--- src/rtl/serial_number_loader.sv ---
// Assembles a framed, MSB-first serial bit stream into a WIDTH-bit word.
// Reports completed words with a valid pulse and aborted or stalled frames with an error pulse.
module serial_number_loader #(
   parameter int WIDTH   = 8,
   parameter int TIMEOUT = 16
) (
   input  logic             clk,
   input  logic             rst,
   input  logic             inStart,
   input  logic             inBit,
   input  logic             inBitValid,
   output logic [WIDTH-1:0] outNumber,
   output logic             outValid,
   output logic             outBusy,
   output logic             outError
);

   localparam int CNT_W = (WIDTH > 1) ? $clog2(WIDTH) : 1;
   localparam int TMR_W = $clog2(TIMEOUT + 1);

   localparam logic [CNT_W-1:0] CNT_LAST = CNT_W'(WIDTH - 1);
   localparam logic [CNT_W-1:0] CNT_ONE  = CNT_W'(1);
   localparam logic [TMR_W-1:0] TMR_LAST = TMR_W'(TIMEOUT - 1);
   localparam logic [TMR_W-1:0] TMR_ONE  = TMR_W'(1);

   typedef enum logic [0:0] {
      IDLE  = 1'b0,
      SHIFT = 1'b1
   } state_t;

   state_t             state_r;
   state_t             next_state_s;
   logic [WIDTH-1:0]   shift_r;
   logic [WIDTH-1:0]   shift_s;
   logic [WIDTH-1:0]   shifted_s;
   logic [CNT_W-1:0]   cnt_r;
   logic [CNT_W-1:0]   cnt_s;
   logic [TMR_W-1:0]   timer_r;
   logic [TMR_W-1:0]   timer_s;
   logic [WIDTH-1:0]   number_s;
   logic               valid_s;
   logic               error_s;
   logic               busy_r;

   // Shift register contents if the current bit is accepted.
   always_comb begin
      shifted_s = {shift_r[WIDTH-2:0], inBit};
   end

   // Next-state and next-output logic; start beats bit beats timeout.
   always_comb begin
      next_state_s = state_r;
      shift_s      = shift_r;
      cnt_s        = cnt_r;
      timer_s      = timer_r;
      number_s     = outNumber;
      valid_s      = 1'b0;
      error_s      = 1'b0;
      case (state_r)
         IDLE: begin
            if (inStart) begin
               next_state_s = SHIFT;
               shift_s      = {WIDTH{1'b0}};
               cnt_s        = {CNT_W{1'b0}};
               timer_s      = {TMR_W{1'b0}};
            end else begin
               next_state_s = IDLE;
            end
         end
         SHIFT: begin
            if (inStart) begin
               // Restart in place: the partial frame is dropped, any coincident bit too.
               error_s = 1'b1;
               shift_s = {WIDTH{1'b0}};
               cnt_s   = {CNT_W{1'b0}};
               timer_s = {TMR_W{1'b0}};
            end else if (inBitValid) begin
               shift_s = shifted_s;
               timer_s = {TMR_W{1'b0}};
               if (cnt_r == CNT_LAST) begin
                  number_s     = shifted_s;
                  valid_s      = 1'b1;
                  cnt_s        = {CNT_W{1'b0}};
                  next_state_s = IDLE;
               end else begin
                  cnt_s = cnt_r + CNT_ONE;
               end
            end else begin
               if (timer_r == TMR_LAST) begin
                  error_s      = 1'b1;
                  timer_s      = {TMR_W{1'b0}};
                  next_state_s = IDLE;
               end else begin
                  timer_s = timer_r + TMR_ONE;
               end
            end
         end
         default: begin
            next_state_s = IDLE;
            shift_s      = {WIDTH{1'b0}};
            cnt_s        = {CNT_W{1'b0}};
            timer_s      = {TMR_W{1'b0}};
         end
      endcase
   end

   // State, datapath and registered outputs.
   always_ff @(posedge clk or posedge rst) begin
      if (rst) begin
         state_r   <= IDLE;
         shift_r   <= {WIDTH{1'b0}};
         cnt_r     <= {CNT_W{1'b0}};
         timer_r   <= {TMR_W{1'b0}};
         outNumber <= {WIDTH{1'b0}};
         outValid  <= 1'b0;
         outError  <= 1'b0;
         busy_r    <= 1'b0;
      end else begin
         state_r   <= next_state_s;
         shift_r   <= shift_s;
         cnt_r     <= cnt_s;
         timer_r   <= timer_s;
         outNumber <= number_s;
         outValid  <= valid_s;
         outError  <= error_s;
         busy_r    <= (next_state_s == SHIFT);
      end
   end

   assign outBusy = busy_r;

endmodule

--- config.mk ---
export PLATFORM = sky130hd
export DESIGN_NAME = serial_number_loader
export DESIGN_NICKNAME = d
export VERILOG_FILES = /design/src/rtl/serial_number_loader.sv
export SDC_FILE = /design/constraint.sdc
export NUM_CORES = 1
export LEC_CHECK = 0
export CAP_MARGIN = 20
export CORE_ASPECT_RATIO = 1.1
export CORE_MARGIN = 2
export CORE_UTILIZATION = 50
export DETAILED_ROUTE_END_ITERATION = 10
export GPL_ROUTABILITY_DRIVEN = 0
export PLACE_DENSITY = 0.75
export SLEW_MARGIN = 20
export SYNTH_ARGS = -nofsm -noshare
export SYNTH_HDL_FRONTEND = slang
export SYNTH_SLANG_ARGS = --single-unit
--- constraint.sdc ---
create_clock -name clk -period 2.9 [get_ports clk]
set_input_delay 0.725 -clock clk [delete_from_list [all_inputs] [get_ports clk]]
set_output_delay 0.725 -clock clk [all_outputs]
set_load 0.01 [all_outputs]
==> reports/metrics.cfg <==
[status]
run_status=finished, final reports clean

[clock_tree]
numClockSinks=26
ctsLongestPathBuffers=2
cts_post_setup_buffers_inserted=0
clock-root-buffer=clkbuf_4
worst_setup_hold_path_clk_slew_ps=130
worstSkewPairLatency_ps=310
cts_inserted_buffers=3
cts_hold_buffers=0
post_cts.resized_instances=0
tritoncts=built
htreeDepth=1

[route]
routed_wl_um=1900
drc=0
metal1_wirelength_um=905
met3_wirelength_um=59
routedWlPerCell_um=12.6
wl_met2_um=919
top_signal_layer_used=met4
vias=786
ant_nets=0
vias_per_cell=5.21
drt-initial-drc-count=18
detail_route.first_pass.iterations=3

[sta]
post-route-worst-setup-slack_ps=693
achievable-frequency_ghz=0.453
final.min_clock_period_ps=2210
period_share_pct=76.1
tightestPinTransition_ps=359
timing_hold_violations_final=0
clock-skew-final_ps=6.63
final-max-slew-violation-count=0
setup_tns_ps=0
unrepaired_setup_endpoints_after_global_routing=false
setup_viol=0
timing.max_slew.rel_slack_pct=76.0

[placed_design]
dp_worst_setup_slack_ps=623
dpl_cell_area_mm2=0.00130
dp_hpwl_um=1320
port-buffer-count=15

[setup_path]
worst_path_largest_cell_delay_ps=610
cpMaxStageDelayCell=clkdlybuf4s50_1
timing.critical_path.fanout_max=13
ff2ff_setup_slack_ps=1320
crit_path_start_kind=flip-flop
worstPathBufferInverterCount=1
cpLargestDelayFamily=buffers and inverters
endpoint_kind=output port
critical_path.cell_chain=clkdlybuf4s50_1
crit_type=flip-flop to output port
crit_arrival_ps=1480
critPathRequiredTime_ps=2170

[global_route]
global_route_wire_length_before_repair_um=3280
globalRouteTotalUtil_pct=16.8
grt_antenna_before_repair=0
grt_pass1_vias=779
grt_start_max_net_pins=27
grt_remaining_overflow=0

[synthesis]
post-synth-top-area-fraction_pct=57.9
synth_sequential_area_ratio_pct=57.9
mappedNetlistArea_mm2=0.00112
syn_nets=113
synth_enable_flop_cells=0
ys_top_cells_by_count=27 x nand2_1, 26 x dfrtp_1, 12 x a21oi_1
synth_top_area_cell=dfrtp_1
post_synth.cell_area_avg_um2=10.7
top_post_synthesis_cells_by_area=dfrtp_1 58%, nand2_1 9.0%, mux2_1 8.0%
ys_warn_count=0
ys_ff_latch=26
yosys_most_used_dff=dfrtp_1
netlist_instances=105
post_synthesis_async_set_or_reset_flop_share_pct=100
count_of_distinct_cell_types_in_the_synthesized_netlist=25
synth.most_common_cell=nand2_1

[cells_and_area]
design.final.nets=130
synthToLayoutAreaGrowth_pct=20.6
insertedDiodeCount=0
fillers=198
finalInstanceArea_mm2=0.00136
post_route_cells_drive_above_1_share_pct=7.44

[pwr]
switching_share_pct=19.7
seq_power_share_pct=57.3
pwr_density_cell_mw_per_mm2=479
switching_power_w=0.000128
worst_ir_drop_vdd_v=0.000426
cellLeakagePower_nw=0.640
internal_power_w=0.000522
power.share.combinational_pct=5.7
share_clk_of_total_power_pct=36.9

[floorplan]
die_width_um=49.2
design.core.area_mm2=0.00218
core.rowCount=18
vertical_extent_of_the_die_um=53.7
top_level_ports=16
start_util_pct=51.4
floorplan.die_area_mm2=0.00264

[worst_hold_path]
hp-class=flip-flop to flip-flop

[job]
cap_viol_max_count=0

## power by group through the flow
stage | clock network (W) | logic, W | registers, W
6_report | 0.000240 | 0.0000372 | 0.000372
5_1_grt | 0.000262 | 0.0000432 | 0.000374
3_5_place_dp | 0 | 0.0000381 | 0.000379
4_1_cts | 0.000248 | 0.0000381 | 0.000372
3_3_place_gp | 0 | 0.0000372 | 0.000379
2_1_floorplan | 0 | 0.0000230 | 0.000379
## metrics by stage
stage	utilization, %	power (W)	cells	hold slack, ps
global route	62.0	0.000678	151	528
CTS	62.0	0.000659	151	512
floorplan	-	0.000402	105	458
finish	62.0	0.000650	151	502
global placement	59.6	0.000416	147	475
detailed placement	59.6	0.000417	147	481
## sequential cells by signal (all words and copies together) (netlist names)
signal     count
outValid       1
cnt_r          3
shift_r        7
outNumber      8
outError       1
outBusy        1
timer_r        5
## cell usage in the layout (no fill, tap or decap)
| cell type | Yosys | layout |
|---|---|---|
| nand2_1 | 27 | 27 |
| dfrtp_1 | 26 | 26 |
| clkdlybuf4s50_1 | 0 | 15 |
| a21oi_1 | 12 | 12 |
| mux2_1 | 8 | 8 |
| inv_1 | 4 | 4 |
| nor2_1 | 3 | 3 |
| ha_1 | 3 | 3 |
| clkbuf_4 | 0 | 3 |
| nand3_2 | 2 | 2 |
| or3_1 | 2 | 2 |
| buf_4 | 1 | 2 |
| nor2b_1 | 1 | 1 |
| and2_1 | 1 | 1 |
| nand3_1 | 1 | 1 |
| a31o_1 | 1 | 1 |
| a21boi_1 | 1 | 1 |
| o41ai_1 | 1 | 1 |
| o31ai_1 | 1 | 1 |
| o21ai_0 | 1 | 1 |
| and4bb_1 | 1 | 1 |
| o2111ai_1 | 1 | 1 |
| or4b_1 | 1 | 1 |
| or2b_2 | 1 | 1 |
| a31oi_1 | 1 | 1 |
| bufinv_16 | 0 | 1 |
## final timing paths
path                                       endpoint  cells after the start                      from
max                                         outBusy                      1         outBusy$_DFF_PP0_
min                        outNumber[0]$_DFFE_PP0P_                      1  outNumber[0]$_DFFE_PP0P_
max reg2reg                outNumber[6]$_DFFE_PP0P_                      3         outBusy$_DFF_PP0_
min reg2reg                outNumber[0]$_DFFE_PP0P_                      1  outNumber[0]$_DFFE_PP0P_
max in group asynchronous      cnt_r[0]$_DFFE_PP0P_                      3                       rst
min in group asynchronous    shift_r[6]$_DFFE_PP0P_                      3                       rst
## worst register-to-register path: cells and delay by family, from the launching register on
family	cells	cell delay [ps]
DFF	1	570
muxes	1	400
and+or+nand+nor	2	520
## metal layers
layer | vias up | track usage, %
met2 | 12 | 29.5
met5 | - | 0
li1 | 386 | -
met4 | 0 | 8.57
met1 | 386 | 20.7
met3 | 2 | 2.22
## kinds of logic (layout without fill, tap and decap cells)
logic type	after synthesis	count (layout)	share of synthesized area (%)
fa+ha+maj	3	3	3.34
flops	26	26	57.9
compound gates	19	19	10.0
mux	8	8	8.02
buf+inv	9	25	3.45
simple gates	40	40	17.3
## final cells by class
class,instances,area (um2),share of cell area (%)
sequential,26,651,48.0
multi-input combinational,70,434,32.0
timing repair buffer,17,165,12.2
tap,30,37.5,2.77
clock inverter,1,30.0,2.22
clock buffer,3,22.5,1.66
inverter,4,15.0,1.11
No activity file was read; power rests on OpenSTA's default activity.
==> RTL change, RTL diff (same flow settings) <==
Change the parameter `WIDTH` from 8 to 16.
--- a/src/rtl/serial_number_loader.sv
+++ b/src/rtl/serial_number_loader.sv
@@ -2,5 +2,5 @@
 // Reports completed words with a valid pulse and aborted or stalled frames with an error pulse.
 module serial_number_loader #(
-   parameter int WIDTH   = 8,
+   parameter int WIDTH   = 16,
    parameter int TIMEOUT = 16
 ) (
Interface: changed (resized outNumber); port bits go from 16 to 24. No check against the original RTL was run, so the function may have changed too.
==> RTL change against the original RTL <==
- core utilization down 1.6 points
- power up 58%
- cell area up 60%
- final cell count up 54%
- combinational power up 43%
- wire length up 72%
- maximum frequency up 0.98%
- synthesized cell count up 50%
- global-route usage up 1.3 points
- worst setup slack better by 0.022 ns
- die area up 59%
- area after synthesis up 64%
- sequential cell count up 17
==> RTL change: results (changes against the original RTL) <==
Synth top area cells: dfrtp_1, mux2_4, nand2_1 (was dfrtp_1, nand2_1, mux2_1)
Crit path arrival time: 1.46 ns (was 1.48 ns)
Synth unique cells: 32 (was 25)
CTS Buffer Depth: 2 (unchanged)
Status: completed (unchanged)
Met3 routed WL: 115 µm (was 59 µm)
Max Clock Skew: 0.003360 ns (was 0.006633 ns)
Mapped Area: 1848 µm² (was 1124 µm²)
Total number of vias: 1195 (was 786)
Detailed Route WL: 3278 µm (was 1903 µm)
GRT Total Usage: 18.07% (was 16.80%)
Peak supply drop: 0.2948 mV (was 0.4262 mV)
Min-delay src: outNumber[6] (was outNumber[0])
Main synth FF type: dfrtp_1 (unchanged)
Pleak: 0.9957 nW (was 0.6395 nW)
Cts bufs inserted: 5 (was 3)
Clk root buf: clkbuf_8 (was clkbuf_4)
H-Tree Depth: 2 (was 1)
Initial antenna violation count: 0 (unchanged)
Worst path top cell family by delay: buffers and inverters (unchanged)
Placed Area: 2092 µm² (was 1303 µm²)
Ant. Diodes: 0 (unchanged)
Crit path max fanout: 11 (was 13)
IO buf count: 23 (was 15)
Met2 wire len: 1641 µm (was 919 µm)
Adder-cell share of the synthesized area: 1.354% (was 3.341%)
Synth async-reset ratio: 100.0% (unchanged)
Share of layout cells above drive strength 1: 15.93% (was 7.438%)
Reg-to-reg critical path startpoint: cnt_r[0] (was outBusy)
Met2 GRT Util: 27.99% (was 29.50%)
Met3 Use GR: 6.130% (was 2.222%)
Placed Cells: 224 (was 147)
Met1 wire length: 1455 µm (was 905 µm)
Largest net degree at the start of global routing: 44 (was 27)
CTS clock-pin slew for the worst setup and hold paths: 0.08 ns (was 0.13 ns)
Hold/Removal Path Class: flip-flop to flip-flop (unchanged)
Drt first pass iters: 4 (was 3)
Slowest CP cell: clkdlybuf4s50_1 (unchanged)
Post-synthesis mux area share: 12.12% (was 8.018%)
Compound-Gate Fraction of Synth Area: 8.531% (was 10.02%)
Pre-CTS WS: 0.4254 ns (was 0.6230 ns)
Highest routed layer: met4 (unchanged)
First-pass GRT wire length: 5368 µm (was 3284 µm)
Worst slew margin: 63.51% (was 76.02%)
Hpwl dp: 2201 µm (was 1316 µm)
Largest regs: outNumber (16), shift_r (15), timer_r (5) (was outNumber (8), shift_r (7), timer_r (5))
Seq/Total Area, Yosys: 58.23% (was 57.91%)
Post-Syn Nets: 164 (was 113)
M1 GR Usage: 22.10% (was 20.73%)
Nets: 188 (was 130)
Gates resized, CTS repair: 0 (unchanged)
Routed vias/inst: 5.151 (was 5.205)
Post-synthesis area per instance: 11.77 µm² (was 10.70 µm²)
Most frequent cells after synthesis: dfrtp_1, nand2_1, a21oi_1 (was nand2_1, dfrtp_1, a21oi_1)
Clock Latency Late Sink: 0.30 ns
Iteration-0 DRC Markers: 82 (was 18)
Synth Area in XOR/XNOR: 0.9479% (was 0%)
[RTL change: final timing paths]
check                               end  slack (ns)  depth (start not counted)
min in group asynchronous  outNumber[2]        0.87                          3
min                        outNumber[6]        0.51                          1
max reg2reg                outNumber[7]        1.25                          4
max                             outBusy        0.71                          1
max in group asynchronous  outNumber[9]        1.67                          3
min reg2reg                outNumber[6]        0.51                          1
[RTL change: kinds of logic after synthesis]
family                     count (synthesis)
adders and majority gates                  2
buffers and inverters                     12
and+or+nand+nor                           54
muxes                                     17
xor gates and xnor gates                   2
DFF                                       43
AOI/OAI and AO/OA                         27
[RTL change: final cells by class]
type	instances	area [µm²]
inverters	4	15.01
clock inverters	1	5.005
repair buffers	25	245.2
flip-flops and latches	43	1076
multi-input cells	102	693.2
clock buffers	7	76.32
fillers	301	1424
well taps	50	62.56
[RTL change: power by group]
part	internal (mW)	switching [mW]
combinational	0.0173	0.0359
clock	0.169	0.192
sequential	0.605	0.00588
